[src/rtl/genie_mem_pkg.sv]
// genie_mem_pkg: shared definitions for the genie external-memory bridge.
//   - FSM state encoding for the bridge controller
//   - default address/data widths
//   - width of the read-latency counter (READ_LAT is limited to 1..15)
package genie_mem_pkg;

  localparam int unsigned ADDR_W_DEF = 26;
  localparam int unsigned DATA_W_DEF = 32;
  localparam int unsigned CNT_W      = 4;

  typedef enum logic [2:0] {
    StIdle,
    StWrIssue,
    StWrAck,
    StRdIssue,
    StRdWait,
    StRdResp
  } state_e;

endpackage

[src/rtl/genie_mem_prefetch_buf.sv]
// genie_mem_prefetch_buf: single-entry sequential-read prefetch buffer.
// Holds one speculatively read word (pf_addr/pf_data/pf_valid) plus the state of an in-flight
// speculative read (pending, remaining latency, stale), and owns the hit/invalidate compares.
// Ports:
//   clk_i, rst_i         clock, asynchronous active-high reset
//   issue_i/_addr_i      speculative read accepted by memory this cycle, and its address
//   adopt_i              demand read takes over the in-flight word (bridge waits on it itself)
//   consume_i            demand read served from the buffered word this cycle
//   wr_accept_i/_addr_i  write accepted by memory this cycle, and its address
//   req_addr_i           address of the pending demand read
//   mem_rdata_i          memory read data
//   pf_pending_o         speculative read in flight
//   pf_cnt_o             cycles left until the in-flight word arrives (1 = arrives this cycle)
//   pf_data_o            buffered word
//   hit_o                buffered word valid and matches req_addr_i
//   match_pending_o      in-flight (non-stale) word matches req_addr_i
module genie_mem_prefetch_buf
  import genie_mem_pkg::*;
#(
  parameter int unsigned ADDR_W   = ADDR_W_DEF,
  parameter int unsigned DATA_W   = DATA_W_DEF,
  parameter int unsigned READ_LAT = 2
) (
  input  logic              clk_i,
  input  logic              rst_i,
  input  logic              issue_i,
  input  logic [ADDR_W-1:0] issue_addr_i,
  input  logic              adopt_i,
  input  logic              consume_i,
  input  logic              wr_accept_i,
  input  logic [ADDR_W-1:0] wr_addr_i,
  input  logic [ADDR_W-1:0] req_addr_i,
  input  logic [DATA_W-1:0] mem_rdata_i,
  output logic              pf_pending_o,
  output logic [CNT_W-1:0]  pf_cnt_o,
  output logic [DATA_W-1:0] pf_data_o,
  output logic              hit_o,
  output logic              match_pending_o
);

  localparam logic [CNT_W-1:0] LatInit = CNT_W'(READ_LAT);

  logic [ADDR_W-1:0] pf_addr_q;
  logic [DATA_W-1:0] pf_data_q;
  logic [CNT_W-1:0]  pf_cnt_q;
  logic              pf_valid_q, pf_pending_q, pf_stale_q;
  logic              wr_hit;

  assign wr_hit          = wr_accept_i && (wr_addr_i == pf_addr_q);
  assign hit_o           = pf_valid_q && (req_addr_i == pf_addr_q);
  assign match_pending_o = pf_pending_q && !pf_stale_q && (req_addr_i == pf_addr_q);
  assign pf_pending_o    = pf_pending_q;
  assign pf_cnt_o        = pf_cnt_q;
  assign pf_data_o       = pf_data_q;

  always_ff @(posedge clk_i or posedge rst_i) begin
    if (rst_i) begin
      pf_addr_q    <= '0;
      pf_data_q    <= '0;
      pf_cnt_q     <= '0;
      pf_valid_q   <= 1'b0;
      pf_pending_q <= 1'b0;
      pf_stale_q   <= 1'b0;
    end else if (issue_i) begin
      pf_addr_q    <= issue_addr_i;
      pf_cnt_q     <= LatInit;
      pf_pending_q <= 1'b1;
      pf_stale_q   <= 1'b0;
      pf_valid_q   <= 1'b0;
    end else begin
      if (adopt_i) begin
        pf_pending_q <= 1'b0;
      end else if (pf_pending_q) begin
        if (pf_cnt_q == CNT_W'(1)) begin
          pf_pending_q <= 1'b0;
          pf_data_q    <= mem_rdata_i;
          pf_valid_q   <= !pf_stale_q;
        end else begin
          pf_cnt_q <= pf_cnt_q - CNT_W'(1);
        end
      end
      if (consume_i || wr_hit) pf_valid_q <= 1'b0;
      // A write to the in-flight address makes the returning word obsolete.
      if (wr_hit && pf_pending_q) pf_stale_q <= 1'b1;
    end
  end

endmodule

[src/rtl/genie_mem_bridge.sv]
// genie_mem_bridge: converts the accelerator's held-request / pulse-response memory port into
// commands for a pipelined single-port memory with fixed read latency READ_LAT (1..15).
// Writes win over reads; memory back-pressure (mem_stall) holds the command stable.
// Optional sequential-read prefetch is built when GENIE_MEM_PREFETCH_EN is defined.
// Ports:
//   clk, rst                     clock, asynchronous active-high reset
//   wvalid/waddr/wdata, wready   write request (held) and one-cycle commit pulse
//   rvalid/raddr, rready/rdata   read request (held) and one-cycle data pulse
//   mem_en/mem_we/mem_addr/mem_wdata   memory command (registered)
//   mem_stall                    memory refuses the command this cycle
//   mem_rdata                    memory read data, READ_LAT cycles after an accepted read
module genie_mem_bridge
  import genie_mem_pkg::*;
#(
  parameter int unsigned ADDR_W   = ADDR_W_DEF,
  parameter int unsigned DATA_W   = DATA_W_DEF,
  parameter int unsigned READ_LAT = 2
) (
  input  logic              clk,
  input  logic              rst,
  input  logic              wvalid,
  output logic              wready,
  input  logic [ADDR_W-1:0] waddr,
  input  logic [DATA_W-1:0] wdata,
  input  logic              rvalid,
  output logic              rready,
  input  logic [ADDR_W-1:0] raddr,
  output logic [DATA_W-1:0] rdata,
  output logic              mem_en,
  output logic              mem_we,
  output logic [ADDR_W-1:0] mem_addr,
  output logic [DATA_W-1:0] mem_wdata,
  input  logic              mem_stall,
  input  logic [DATA_W-1:0] mem_rdata
);

  localparam logic [CNT_W-1:0] LatInit = CNT_W'(READ_LAT);

  state_e           state_q;
  logic [CNT_W-1:0] cnt_q;

`ifdef GENIE_MEM_PREFETCH_EN
  logic              pf_pending, pf_hit, pf_match;
  logic              pf_issue, pf_adopt, pf_consume, wr_accept;
  logic [CNT_W-1:0]  pf_cnt;
  logic [DATA_W-1:0] pf_data;

  always_comb begin
    wr_accept  = (state_q == StWrIssue) && !mem_stall;
    // mem_en in RD_RESP is only ever the speculative read of the next word.
    pf_issue   = (state_q == StRdResp) && mem_en && !mem_stall;
    // Adopting with one cycle left would miss the word; let it land in the buffer instead.
    pf_adopt   = (state_q == StIdle) && pf_pending && !wvalid && rvalid && pf_match &&
                 (pf_cnt > CNT_W'(1));
    pf_consume = (state_q == StIdle) && !pf_pending && !wvalid && rvalid && pf_hit;
  end

  genie_mem_prefetch_buf #(
    .ADDR_W  (ADDR_W),
    .DATA_W  (DATA_W),
    .READ_LAT(READ_LAT)
  ) u_prefetch_buf (
    .clk_i          (clk),
    .rst_i          (rst),
    .issue_i        (pf_issue),
    .issue_addr_i   (mem_addr),
    .adopt_i        (pf_adopt),
    .consume_i      (pf_consume),
    .wr_accept_i    (wr_accept),
    .wr_addr_i      (mem_addr),
    .req_addr_i     (raddr),
    .mem_rdata_i    (mem_rdata),
    .pf_pending_o   (pf_pending),
    .pf_cnt_o       (pf_cnt),
    .pf_data_o      (pf_data),
    .hit_o          (pf_hit),
    .match_pending_o(pf_match)
  );
`endif

  always_ff @(posedge clk or posedge rst) begin
    if (rst) begin
      state_q   <= StIdle;
      cnt_q     <= '0;
      wready    <= 1'b0;
      rready    <= 1'b0;
      rdata     <= '0;
      mem_en    <= 1'b0;
      mem_we    <= 1'b0;
      mem_addr  <= '0;
      mem_wdata <= '0;
    end else begin
      unique case (state_q)
        StIdle: begin
`ifdef GENIE_MEM_PREFETCH_EN
          if (pf_adopt) begin
            // Wait on the in-flight speculative word as if it were our own demand read.
            mem_addr <= raddr;
            cnt_q    <= pf_cnt - CNT_W'(1);
            state_q  <= StRdWait;
          end else if (pf_consume) begin
            rdata    <= pf_data;
            rready   <= 1'b1;
            mem_en   <= (raddr != '1);
            mem_we   <= 1'b0;
            mem_addr <= raddr + ADDR_W'(1);
            state_q  <= StRdResp;
          end else if (pf_pending) begin
            // Anything else waits until the speculative read drains.
          end else
`endif
          if (wvalid) begin
            mem_en    <= 1'b1;
            mem_we    <= 1'b1;
            mem_addr  <= waddr;
            mem_wdata <= wdata;
            state_q   <= StWrIssue;
          end else if (rvalid) begin
            mem_en   <= 1'b1;
            mem_we   <= 1'b0;
            mem_addr <= raddr;
            state_q  <= StRdIssue;
          end
        end
        StWrIssue: begin
          if (!mem_stall) begin
            mem_en  <= 1'b0;
            mem_we  <= 1'b0;
            wready  <= 1'b1;
            state_q <= StWrAck;
          end
        end
        StWrAck: begin
          wready  <= 1'b0;
          state_q <= StIdle;
        end
        StRdIssue: begin
          if (!mem_stall) begin
            mem_en  <= 1'b0;
            cnt_q   <= LatInit;
            state_q <= StRdWait;
          end
        end
        StRdWait: begin
          // Data is on mem_rdata in the cycle the counter would decrement to zero.
          if (cnt_q == CNT_W'(1)) begin
            cnt_q   <= '0;
            rdata   <= mem_rdata;
            rready  <= 1'b1;
            state_q <= StRdResp;
`ifdef GENIE_MEM_PREFETCH_EN
            mem_en   <= (mem_addr != '1);
            mem_we   <= 1'b0;
            mem_addr <= mem_addr + ADDR_W'(1);
`endif
          end else begin
            cnt_q <= cnt_q - CNT_W'(1);
          end
        end
        StRdResp: begin
          rready  <= 1'b0;
          mem_en  <= 1'b0;
          state_q <= StIdle;
        end
        default: state_q <= StIdle;
      endcase
    end
  end

endmodule

[config.mk]
export PLATFORM = sky130hd
export DESIGN_NAME = genie_mem_bridge
export DESIGN_NICKNAME = d
export VERILOG_FILES = /design/src/rtl/genie_mem_pkg.sv /design/src/rtl/genie_mem_prefetch_buf.sv /design/src/rtl/genie_mem_bridge.sv
export SDC_FILE = /design/constraint.sdc
export NUM_CORES = 1
export LEC_CHECK = 0
export CORE_UTILIZATION = 41
export DETAILED_ROUTE_END_ITERATION = 16
export PLACE_DENSITY = 0.93
export SYNTH_ARGS = -nofsm -noshare
export SYNTH_HDL_FRONTEND = slang
export SYNTH_SLANG_ARGS = --single-unit
[constraint.sdc]
create_clock -name clk -period 4.5 [get_ports clk]
set_input_delay 0.9 -clock clk [delete_from_list [all_inputs] [get_ports clk]]
set_output_delay 0.9 -clock clk [all_outputs]
set_load 0.03 [all_outputs]
=== Yosys cells after proc, flatten, opt, wreduce, memory -nomap -nowiden ===
Cells that the tools add are included.

* ROM bits: 0
* Latch bits: 0
* Memories kept: 0
* Flip-flop bits (word level): 101
* Bits in writable memories: 0
* Bits of input ports: 121
* Output and inout bits: 94

* Equality and inequality tests: 11
* Magnitude comparators: 0
* Shifts and indexed selects: 0
* Div/mod/pow operators: 0
* Multiply operators: 0
* Add/subtract/negate cells: 1
* Bitwise logic cells: 0
* Reduce and logical (&&, ||, !) cells: 17
* Mux-type cells: 22

{| class="wikitable"
|+ Operators with widths
! operator !! count
|-
| $mux W26 || 2
|-
| $mux W3 || 5
|-
| $pmux W3 S4 || 1
|-
| $reduce_and A2 Y1 || 6
|-
| $reduce_bool A2 Y1 || 5
|-
| $mux W4 || 2
|-
| $ne A2 B2 Y1 const B || 4
|-
| $pmux W4 S2 || 1
|-
| $mux W1 || 7
|-
| $eq A3 B2 Y1 const B || 2
|-
| $eq A3 B3 Y1 const B || 2
|-
| $pmux W1 S2 || 3
|-
| $reduce_and A3 Y1 || 2
|-
| $eq A4 B1 Y1 const B || 1
|-
| $reduce_and A4 Y1 || 1
|-
| $sub A4 B1 Y4 const B || 1
|-
| $eq A3 B1 Y1 const B || 1
|-
| $logic_not A3 Y1 || 1
|-
| $ne A3 B3 Y1 const B || 1
|-
| $pmux W1 S3 || 1
|-
| $reduce_bool A3 Y1 || 1
|-
| $reduce_or A2 Y1 || 1
|}

=== Longest topological paths before layout ===
* Depth in word-level cells: 4
* Mapped depth: 6
* Gate-level depth less buffers: 5

=== Least setup slack after synthesis ===
OpenSTA, ideal clock, no wires.

* Kind: input -> register
* From: in wvalid
* To: reg mem_addr[0]
* Path slack: 2,347 ps
* Setup time: 125 ps
* Cell stages on the path: 4
* Required time: 4,375 ps
* Buffers on the path: 2
* Arrival time: 2,028 ps
* Path through: buf_2 > buf_1 > mux2_2 > mux2_2

* Cells in the longest elaborated chain, start to end: 2
* Elaborated cells on any way between the ends: 3
* Classes of those cells: mux: 1; reduce/logical: 2

{| class="wikitable"
|+ RTL lines
! element !! RTL line !! text
|-
| from (decl) || genie_mem_bridge.sv:21 || <nowiki>input logic wvalid,</nowiki>
|-
| $reduce_bool A2 Y1 (no line) || n/a ||
|-
| $reduce_and A2 Y1 (no line) || n/a ||
|-
| to (signal assigned) || genie_mem_bridge.sv:115 || <nowiki>mem_addr <= waddr;</nowiki>
|-
| to (signal assigned) || genie_mem_bridge.sv:121 || <nowiki>mem_addr <= raddr;</nowiki>
|-
| to (decl) || genie_mem_bridge.sv:31 || <nowiki>output logic [ADDR_W-1:0] mem_addr,</nowiki>
|}

Several ways; a longest one is shown, not always the timed one.
A chain may end at the register's enable or synchronous reset.

=== Worst setup path after layout ===
* From: in wvalid
* To: reg mem_addr[1]

The elaborated chain is that of the path after synthesis.

==> metrics.md <==
| Metric | Value |
|---|---|
| Avg Cell Area, Syn | `15.3 um^2` |
| Final std cells w/o fill | `642` |
| Most common cell in the synthesized netlist | `dfrtp_1` |
| Number of global-route vias before repair | `3437` |
| DIE WIDTH | `106 um` |
| Int Pwr | `2.61 mW` |
| DR DRC count | `0` |
| Die area | `0.0112 mm^2` |
| Worst r2r src | `state_q[2]$_DFFE_PP0P_` |
| Hold_sp | `mem_wdata[5]$_DFFE_PP0P_` |
| Initial antenna violation count | `0` |
| Via density | `4.82` |
| Initial DRC Count | `71` |
| PnR worst setup slack | `1.93 ns` |
| Rel. slew slack | `47.5%` |
| Dpl cells | `626` |
| Crit path time final | `2.57 ns` |
| Sw Ratio | `39.5%` |
| DRT antenna net count | `0` |
| Largest net degree at the start of global routing | `46` |
| # H-tree levels | `3` |
| Final cycle utilization of the critical path | `57.1%` |
| Final core occ | `65.7%` |
| Top cell type's share of synthesized area | `57.4%` |
| Clock latency on the worst-skew pair | `0.35 ns` |
| Least-Margin Pin Slew | `0.786 ns` |
| Fin nets | `624` |
| Worst-path clk slew | `0.09 ns` |
| Ys async rst share | `100%` |
| Wire length per cell | `16.3 um` |
| VDD IR-drop max | `354 uV` |
| Clk root buf | `clkbuf_8` |
| Port Buffers | `214` |
| Req. time, crit path | `4.73 ns` |
| Vias | `3094` |
| Cell count after synthesis | `287` |
| Total CTS buffers | `9` |
| # IOs | `215` |
| Total Power Consumption | `4.32 mW` |
| WP data arrival | `2.80 ns` |
| Critical path fanouts, max | `31` |
| Hold_buf cts | `0` |
| Cell taking the most area after synthesis | `dfrtp_1` |
| Layout area overhead | `54.7%` |
| Hpwl dp | `7960 um` |
| Dpl ws | `1.58 ns` |
| First-pass GRT wire length | `16800 um` |
| Static leakage | `2.89 nW` |
| WS Path Type | `in -> reg` |
| Seq pwr share | `35.5%` |
| Initial Utilization | `42.5%` |
| Worst min-delay path class | `reg -> reg` |
| Gr ovfl total | `0` |
| P_sw | `1.70 mW` |
| Core area | `0.0104 mm^2` |
| Antenna diodes | `0` |
| Syn Std Cell Area | `0.00440 mm^2` |
| Number of clock sinks | `101` |
| Gpl congestion | `0.698` |
| Clock Power Share | `11.6%` |
| TritonRoute pass-1 iters | `4` |
| Final setup vio count | `0` |
| Post-synth top cells | `dfrtp_1, mux2_2, mux2_4, inv_1, o21ai_0` |
| Total of max-cap violations | `0` |
| Synth Warn # | `0` |
| Crit. End Element | `flip-flop` |
| CTS max path bufs | `2` |
| Status | `complete, no violations` |
| Final Hold Fails | `0` |
| Worst Setup SP | `wvalid` |
| Count of state elements after synthesis | `101` |
| Yosys cell types | `38` |
| Total GRT Usage | `19.4%` |
| Synth Flop Type | `dfrtp_1` |
| Sequential area share after synthesis | `57.4%` |
| Final Max Tran Viols | `0` |
| Routed wire length | `10500 um` |
| Fin Setup TNS | `0 ns` |
| Die Y | `106 um` |
| Pwr/cell area | `633 mW/mm^2` |
| Rows | `37` |
| TritonCTS clock tree | `built` |
| Max Clk Rate | `389 MHz` |
| Clock skew | `0.0163 ns` |
| Synth top area cells | `dfrtp_1, mux2_2, mux2_4, buf_6, buf_4` |
| Post-synth EDFFs | `0` |
| Fraction of layout cells with a size suffix above 1 | `27.3%` |
| RSZ-0062 raised after global routing | `false` |
| Cts repair resizes | `0` |
| Gate power share | `52.9%` |
| CP startpoint kind | `primary input` |
| Synth Net Count | `410` |
| Post-CTS setup buffers | `0` |
==> registers in the layout, indices dropped and copies added (netlist names) <==
register   cells
mem_wdata     32
rdata         32
mem_addr      26
cnt_q          4
state_q        3
mem_en         1
mem_we         1
rready         1
wready         1
==> through the flow <==
| step | area [um^2] | hold WS [ns] |
|---|---|---|
| after floorplan | 4400 | 0.528 |
| after global placement | 6640 | 0.474 |
| after detailed placement | 6640 | 0.494 |
| after CTS | 6810 | 0.513 |
| after global routing | 6810 | 0.530 |
| final | 6810 | 0.513 |
==> power groups by stage <==
stage	combinational, mW	sequential (mW)	clock [mW]
2_1_floorplan	0.716	2.17	0
3_3_place_gp	2.25	1.52	0
3_5_place_dp	2.31	1.54	0
4_1_cts	2.31	1.53	0.521
5_1_grt	2.40	1.58	0.558
6_report	2.29	1.53	0.501
==> area by class of cell <==
| class | count | area, um^2 |
|---|---|---|
| repair buffers | 219 | 2180 |
| fillers | 777 | 3560 |
| flip-flops and latches | 101 | 2530 |
| well taps | 136 | 170 |
| clock buffers | 12 | 135 |
| multi-input cells | 161 | 1730 |
| inverters | 9 | 36.3 |
| clock inverters | 4 | 33.8 |
==> cell usage in the layout (no fill, tap or decap), types with 2 or more instances in the layout <==
cell type	count
a21oi_1	3
and3_1	2
buf_4	5
clkbuf_1	3
clkbuf_8	9
clkdlybuf4s50_1	214
clkinv_4	2
dfrtp_1	101
ha_1	2
inv_1	8
mux2_2	86
mux2_4	29
nand2_1	4
nor2_1	3
nor2b_1	2
nor3_1	2
o21ai_0	7
xnor2_1	2
==> critical path, cell delays in order <==
cell and delay, ns:
clkdlybuf4s50_1 0.46, buf_4 0.34, or2_0 0.21, and3_1 0.17, buf_4 0.32, mux2_2 0.39
==> routing by layer <==
layer	vias to the layer above	global-route usage [%]	part of all wire, %
met5	-	0	0
met4	0	6.05	0.92
met3	6	4.39	5.7
met2	128	36.3	55
met1	1521	21.7	39
li1	1439	-	-
==> final timing paths <==
kind	to	slack [ns]	cells past startpoint
setup / recovery	mem_addr[1]$_DFFE_PP0P_	1.93	6
hold / removal	mem_wdata[5]$_DFFE_PP0P_	0.51	1
setup reg to reg	rdata[15]$_DFFE_PP0P_	2.25	3
hold reg to reg	mem_wdata[5]$_DFFE_PP0P_	0.51	1
max in group asynchronous	rdata[19]$_DFFE_PP0P_	2.74	3
min in group asynchronous	mem_addr[8]$_DFFE_PP0P_	0.96	2
==> logic make-up after synthesis <==
kind of cell,Yosys count,synth area share (%)
AOI/OAI and AO/OA,18,2.64
and+or+nand+nor,22,3.32
DFF,101,57.4
buffers and inverters,25,3.32
adders and majority gates,2,0.568
muxes,117,32.4
xor gates and xnor gates,2,0.398
(Power assumes the default switching activity.)
